--- src/rtl/seq_divider_pkg.sv ---
// Shared definitions for the sequential divider: FSM state encoding,
// the default operand width, and the divide-by-zero quotient value.
package seq_divider_pkg;

  typedef enum logic [1:0] {
    IDLE = 2'd0,
    CALC = 2'd1,
    FIX  = 2'd2
  } div_state_e;

  localparam int unsigned DIV_WIDTH = 32;

  localparam logic [DIV_WIDTH-1:0] DIVZERO_QUOT = '1;

endpackage

--- src/rtl/seq_divider_div_step.sv ---
// One restoring-division step: shift the next dividend bit into the
// partial remainder, trial-subtract the divisor, keep it if non-negative.
module div_step
  import seq_divider_pkg::*;
#(
  parameter int unsigned WIDTH = DIV_WIDTH
) (
  input  logic [WIDTH-1:0] rem_i,
  input  logic             shift_in,
  input  logic [WIDTH:0]   divisor,
  output logic [WIDTH:0]   rem_o,
  output logic             q_bit
);

  logic [WIDTH:0]   shifted;
  logic [WIDTH+1:0] diff;

  always_comb begin
    shifted = {rem_i, shift_in};
    // One extra guard bit so the borrow shows up as the sign of the difference.
    diff    = {1'b0, shifted} - {1'b0, divisor};
    q_bit   = ~diff[WIDTH+1];
    rem_o   = q_bit ? diff[WIDTH:0] : shifted;
  end

endmodule

--- src/rtl/seq_divider.sv ---
// Multi-cycle restoring divider (div/divu) producing quotient on Lo and
// remainder on Hi. Define DIV_ABORT_EN to add the Abort input.
module seq_divider
  import seq_divider_pkg::*;
#(
  parameter int unsigned WIDTH = DIV_WIDTH,
  parameter int unsigned CNT_W = 6
) (
  input  logic             Clk,
  input  logic             Reset_n,
  input  logic             Start,
  input  logic             SignedOp,
  input  logic [WIDTH-1:0] A,
  input  logic [WIDTH-1:0] B,
`ifdef DIV_ABORT_EN
  input  logic             Abort,
`endif
  output logic             Busy,
  output logic             Done,
  output logic [WIDTH-1:0] Lo,
  output logic [WIDTH-1:0] Hi,
  output logic             DivByZero
);

  div_state_e       state_q, state_d;
  logic [CNT_W-1:0] cnt_q, cnt_d;
  logic [WIDTH-1:0] rem_q, rem_d;
  logic [WIDTH-1:0] quo_q, quo_d;
  logic [WIDTH:0]   dvs_q, dvs_d;
  logic [WIDTH-1:0] a_raw_q, a_raw_d;
  logic             q_neg_q, q_neg_d;
  logic             r_neg_q, r_neg_d;
  logic             dz_q, dz_d;
  logic [WIDTH-1:0] lo_q, lo_d;
  logic [WIDTH-1:0] hi_q, hi_d;
  logic             dz_out_q, dz_out_d;
  logic             done_q, done_d;

  logic [WIDTH:0]   step_rem;
  logic             step_q;
  logic             step_rem_msb_unused;
  logic             abort;

  div_step #(.WIDTH(WIDTH)) u_step (
    .rem_i    (rem_q),
    .shift_in (quo_q[WIDTH-1]),
    .divisor  (dvs_q),
    .rem_o    (step_rem),
    .q_bit    (step_q)
  );

  // The remainder never reaches the divisor, so the step's top bit is always 0.
  assign step_rem_msb_unused = step_rem[WIDTH];

`ifdef DIV_ABORT_EN
  assign abort = Abort;
`else
  assign abort = 1'b0;
`endif

  always_comb begin
    state_d  = state_q;
    cnt_d    = cnt_q;
    rem_d    = rem_q;
    quo_d    = quo_q;
    dvs_d    = dvs_q;
    a_raw_d  = a_raw_q;
    q_neg_d  = q_neg_q;
    r_neg_d  = r_neg_q;
    dz_d     = dz_q;
    lo_d     = lo_q;
    hi_d     = hi_q;
    dz_out_d = dz_out_q;
    done_d   = 1'b0;

    unique case (state_q)
      IDLE: begin
        if (Start) begin
          state_d = CALC;
          cnt_d   = '0;
          rem_d   = '0;
          quo_d   = (SignedOp && A[WIDTH-1]) ? -A : A;
          dvs_d   = {1'b0, ((SignedOp && B[WIDTH-1]) ? -B : B)};
          a_raw_d = A;
          q_neg_d = SignedOp & (A[WIDTH-1] ^ B[WIDTH-1]);
          r_neg_d = SignedOp & A[WIDTH-1];
          dz_d    = (B == '0);
        end
      end
      CALC: begin
        if (abort) begin
          state_d = IDLE;
        end else begin
          rem_d = step_rem[WIDTH-1:0];
          quo_d = {quo_q[WIDTH-2:0], step_q};
          cnt_d = cnt_q + CNT_W'(1);
          if (cnt_q == CNT_W'(WIDTH - 1)) state_d = FIX;
        end
      end
      FIX: begin
        state_d  = IDLE;
        done_d   = 1'b1;
        lo_d     = dz_q ? {WIDTH{DIVZERO_QUOT[0]}} : (q_neg_q ? -quo_q : quo_q);
        hi_d     = dz_q ? a_raw_q : (r_neg_q ? -rem_q : rem_q);
        dz_out_d = dz_q;
      end
      default: state_d = IDLE;
    endcase
  end

  always_ff @(posedge Clk or negedge Reset_n) begin
    if (!Reset_n) begin
      state_q  <= IDLE;
      cnt_q    <= '0;
      rem_q    <= '0;
      quo_q    <= '0;
      dvs_q    <= '0;
      a_raw_q  <= '0;
      q_neg_q  <= 1'b0;
      r_neg_q  <= 1'b0;
      dz_q     <= 1'b0;
      lo_q     <= '0;
      hi_q     <= '0;
      dz_out_q <= 1'b0;
      done_q   <= 1'b0;
    end else begin
      state_q  <= state_d;
      cnt_q    <= cnt_d;
      rem_q    <= rem_d;
      quo_q    <= quo_d;
      dvs_q    <= dvs_d;
      a_raw_q  <= a_raw_d;
      q_neg_q  <= q_neg_d;
      r_neg_q  <= r_neg_d;
      dz_q     <= dz_d;
      lo_q     <= lo_d;
      hi_q     <= hi_d;
      dz_out_q <= dz_out_d;
      done_q   <= done_d;
    end
  end

  assign Busy      = (state_q != IDLE);
  assign Done      = done_q;
  assign Lo        = lo_q;
  assign Hi        = hi_q;
  assign DivByZero = dz_out_q;

endmodule

--- config.mk ---
export PLATFORM = sky130hd
export DESIGN_NAME = seq_divider
export DESIGN_NICKNAME = d
export VERILOG_FILES = /design/src/rtl/seq_divider_pkg.sv /design/src/rtl/seq_divider_div_step.sv /design/src/rtl/seq_divider.sv
export SDC_FILE = /design/constraint.sdc
export NUM_CORES = 1
export LEC_CHECK = 0
export BUFFER_PORTS_ARGS = -buffer_cell sky130_fd_sc_hd__buf_2
export CORE_MARGIN = 2
export CORE_UTILIZATION = 60
export CTS_BUF_LIST = sky130_fd_sc_hd__clkbuf_4
export DETAILED_ROUTE_END_ITERATION = 6
export GPL_ROUTABILITY_DRIVEN = 0
export PLACE_DENSITY = 0.85
export SLEW_MARGIN = 20
export SYNTH_ARGS = -nofsm -noshare
export SYNTH_HDL_FRONTEND = slang
export SYNTH_SLANG_ARGS = --single-unit
--- constraint.sdc ---
create_clock -name Clk -period 4.65 [get_ports Clk]
set_input_delay 0 -clock Clk [delete_from_list [all_inputs] [get_ports Clk]]
set_output_delay 0 -clock Clk [all_outputs]
set_load 0.01 [all_outputs]
Word level (Yosys, flattened, before mapping)

Index checks and enable logic that the tools add are counted.
Widths: inputs -> output; s select.

Add/subtract/negate cells: 6
Multipliers: 0
Div/mod/pow operators: 0
Magnitude comparators: 0
Equality and inequality tests: 5
Shifts and indexed selects: 0
Multiplexer cells: 17
Bitwise logic cells: 4
Reduce and logical (&&, ||, !) cells: 9

Operators with widths:

| kind                | count |
|---|---|
| $mux 32             | 9 |
| $neg 32->32         | 4 |
| $pmux 32 s2         | 2 |
| $sub 33x32->34      | 1 |
| $logic_not 32->1    | 1 |
| $pmux 6 s2          | 1 |
| $add 6x1->6 const B | 1 |
| $eq 6x5->1 const B  | 1 |
| $mux 6              | 1 |
| $reduce_and 2->1    | 3 |
| $mux 2              | 2 |
| $ne 2x2->1 const B  | 2 |
| $pmux 2 s2          | 1 |
| $reduce_bool 2->1   | 2 |
| $and 1x1->1         | 2 |
| $eq 2x1->1 const B  | 1 |
| $eq 2x2->1 const B  | 1 |
| $logic_and 1x1->1   | 2 |
| $logic_not 2->1     | 1 |
| $mux 1              | 1 |
| $not 1->1           | 1 |
| $xor 1x1->1         | 1 |

Register bits after elaboration: 205
Bits in latches: 0
RAM bits: 0
Bits in read-only memories: 0
Bits of input ports: 68
Output and inout port bits: 67
Memories: 0

Depth between registers and ports, before layout

Depth in word-level cells: 4
Gate-level depth with buffers: 13
Depth with buffers taken out: 12

Cells and area by module

Synthesis repeated with hierarchy kept, for this count alone.

Cells, all modules: 1584
Area, all modules: 13086.3 um2

By module, submodules not included:

| module      | times used | cells an instance | area an instance (um2) | seq. area each (um2) |
|---|---|---|---|---|
| seq_divider | 1          | 1273              | 11013.1                | 5129.9 |
| div_step    | 1          | 311               | 2073.2                 | 0.0 |

Least setup slack after synthesis

OpenSTA, ideal clock, no wires.

Path kind: register -> register
Start point: register rem_q[13]
End point: register rem_q[0]
Arrival time: 3.113 ns
Data required time: 4.529 ns
Setup slack: 1.416 ns
Stages on the path, launching flop included: 13
Buffers on the path: 2
Clock period less this slack: 3.234 ns
Cells stage by stage: dfrtp_1 -> ha_1 -> clkbuf_1 -> a21oi_1 -> o21ai_0 -> a311o_1 -> and2_1 -> o32ai_1 -> o21ai_1 -> a2111o_1 -> buf_2 -> mux2i_1 -> a22o_1

Cells in the longest elaborated chain, start to end: 3

RTL lines:

| item                     | RTL line                   | RTL |
|---|---|---|
| start: declaration       | seq_divider.sv:27          | `logic [WIDTH-1:0] rem_q, rem_d;` |
| start signal: assignment | seq_divider.sv:129         | `rem_q <= rem_d;` |
| $sub 33x32->34           | seq_divider_div_step.sv:21 | `diff = {1'b0, shifted} - {1'b0, divisor};` |
| $mux 32                  | seq_divider_div_step.sv:23 | `rem_o = q_bit ? diff[WIDTH:0] : shifted;` |
| $pmux 32 s2              | seq_divider.sv:76          | `unique case (state_q)` |

No other way between the ends.
A chain may end at the register's enable or synchronous reset.

Final worst setup path

Start point: register rem_q[3]
End point: register rem_q[24]

The elaborated chain is that of the path after synthesis.

==> flow_summary.json <==
{
  "synth_top_area_share_pct": 41.4,
  "cts-root-buf": "clkbuf_4",
  "fillers": 1495,
  "maxCapViolations": 0,
  "syn_nets": 1552,
  "pre_cts_slack_ps": 999,
  "grt_pass1_wl_um": 52200,
  "max_stage_delay_ps": 520,
  "fin_nets": 1754,
  "finalPower_mw": 8.68,
  "globalRouteMet1Util_pct": 37.9,
  "die_h_um": 148,
  "yosys_warnings": 0,
  "vias_per_cell": 5.84,
  "core_area_um2": 20200,
  "synth_edf_count": 0,
  "grt_use_met3_pct": 5.59,
  "mostFrequentLayoutCell": "nand2_1",
  "hpwl_um": 21200,
  "cp_max_fo": 30,
  "path_clk_slew_ps": 70,
  "fp.dieArea_um2": 21800,
  "tightest_slew_ps": 964,
  "area_delta_synth_final_pct": 18.6,
  "r2r-start": "rem_q[3]",
  "critical_path_arrival_ps": 4190,
  "grt_max_degree": 125,
  "drc_errors": 0,
  "rsz0062_at_grt": "no",
  "grt.busiest_layer": "met2",
  "crit_chain": "ha_1 > o211ai_1 > a21oi_1 > o2111ai_1 > a2111oi_0 > o32ai_1 > o21ai_1 > a2111o_1 > buf_4 > mux2i_1 > o21ai_0",
  "synth_cell_types": 64,
  "period_share_pct": 79.9,
  "drt-total-wl_um": 31300,
  "syn_inst": 1446,
  "layout-drive-gt1-share_pct": 14.2,
  "grt_util_all_layers_pct": 29.0,
  "die_x_um": 148,
  "hold_viol_final": 0,
  "dominantRegCellSynth": "dfrtp_1",
  "crit_path_end": "rem_q[24]",
  "postCtsSetupBuffers": 0,
  "endpoint_kind": "flop",
  "setup-tns-final_ps": 0,
  "max-slew-margin-rel_pct": 35.8,
  "rows": 52,
  "p_leak_nw": 6.64,
  "crit_start": "rem_q[3]",
  "maxSlewViolCount": 0,
  "reg2regPathDepth": 11,
  "grt_pass1_vias": 10900,
  "hp-class": "in -> async",
  "rrSetupSlack_ps": 940,
  "cp-start-kind": "flop",
  "fmax_ghz": 0.269,
  "cts_sinks": 205,
  "setup_violations": 0,
  "async_reset_ff_share_pct": 100,
  "critPathSlowestCell": "a2111oi_0",
  "grtUsageMet2_pct": 49.2,
  "grt-ovfl-total": 0,
  "layout_setup_ws_ps": 936,
  "dr.pass1.iters": 6,
  "drt-wirelength-per-cell_um": 16.1,
  "cts-buffers-inserted": 51,
  "layout_min_cycle_time_ps": 3710,
  "syn_avg_cell_area_um2": 8.58,
  "cts.path.max_buffers": 3,
  "drtIter0Drc": 788,
  "synth-seq-cells": 205,
  "port_buffers": 134,
  "pin_count": 135,
  "yosysSeqAreaShare_pct": 41.4,
  "clk_latency_ps": 660,
  "worstSetupPathType": "reg -> reg",
  "status": "complete, no violations",
  "ant_nets": 0,
  "p_per_area_nw_per_um2": 591,
  "tritoncts": "yes",
  "rr_endpoint": "rem_q[24]",
  "final_cell_mix": "nand2_1, dfrtp_1, o21ai_0",
  "antenna_found_initial": 1,
  "num_vias": 11400,
  "ir_drop_mv": 0.328,
  "cts_resized": 0,
  "finClkSkew_ps": 43.1,
  "syn_area_um2": 12400,
  "initial_core_util_pct": 61.3,
  "yosys.area.top_type": "dfrtp_1",
  "yosys-top-cells-area": "dfrtp_1, nand2_1, xor2_1, o21ai_0, a21oi_1",
  "required_ps": 5120,
  "h-tree-depth": 2
}
==> timing repair <==
action | 4_1_cts | 5_1_grt
hold buffers | 88 | 0
endpoints found under the setup margin | 0 | 0
endpoints found under the hold margin | 220 | 0
==> per-layer routing <==
metal	wire, um	share of wire, %
met4	675	2.2
met3	2280	7.3
met1	13300	42
met5	0	0
met2	15100	48
==> registers in the layout, summed over array words and instances (netlist names) <==
register   cells
cnt_q          6
DivByZero      1
dz_q           1
Done           1
rem_q         32
Lo            32
Hi            32
state_q        2
a_raw_q       32
r_neg_q        1
dvs_q         32
q_neg_q        1
quo_q         32
==> area by class of cell <==
cell class,instances,area (um^2),share of cell area (%)
well taps,270,338,2.30
inverters,52,195,1.33
multi-input cells,1106,6780,46.1
repair buffers,232,1640,11.1
diodes,1,2.50,0.0170
flip-flops and latches,205,5130,34.9
clock inverters,17,120,0.817
clock buffers,67,503,3.42
==> through the flow <==
step / hold slack, ps / utilization [%] / instance area (um^2) / std cells
floorplan: -296 / - / 12400 / 1446
global placement: 206 / 65.2 / 13200 / 1777
detailed placement: 220 / 65.2 / 13200 / 1777
CTS: 80.6 / 72.6 / 14700 / 1949
global route: 106 / 72.7 / 14700 / 1950
finish: 59.0 / 72.7 / 14700 / 1950
==> synth_stat cells (all sizes together) (9+ instances only) <==
cell type and number:
inv 52, dfrtp 205, a22oi 29, nor3 12, o41ai 14, or3 14
nand2b 18, xor2 99, nor4 17, ha 37, buf 9, a21oi 111
and3 11, or4 18, o31ai 28, clkbuf 74, mux2i 26, nand3 19
o21ai 174, nor2 92, nand2 237, a21o 13, xnor2 49
==> kinds of logic after synthesis <==
logic type | synth area share (%)
AND/OR/NAND/NOR | 17.1
adder cells (fa/ha/maj) | 3.89
multiplexers | 2.10
buffers and inverters | 4.27
XOR/XNOR | 10.5
AO/OA/AOI/OAI | 20.8
flip-flops | 41.4
==> how the worst min path moves through the flow <==
stage	cells after the start	start	slack (ps)	to
finish	2	Reset_n	60	Lo[28]
global route	4	A[30]	110	a_raw_q[30]
CTS	2	Reset_n	80	Hi[20]
detailed placement	1	Reset_n	220	Lo[28]
global placement	1	Reset_n	210	Lo[28]
floorplan	0	Reset_n	-300	DivByZero
==> critical path, delay by kind of cell (launching register included) <==
family / cells / cell delay, ps
flip-flops: 1 / 490
multiplexers: 1 / 240
adder cells (fa/ha/maj): 1 / 400
AO/OA/AOI/OAI: 8 / 2040
buffers and inverters: 1 / 370
==> report_power, final <==
part | leakage [nW] | total, mW | switching (mW) | internal (mW)
Combinational | 3.81 | 4.22 | 2.33 | 1.89
Sequential | 2.46 | 2.98 | 0.680 | 2.30
Clock | 0.367 | 1.49 | 0.712 | 0.777
Power figures use the tool's default switching activity.
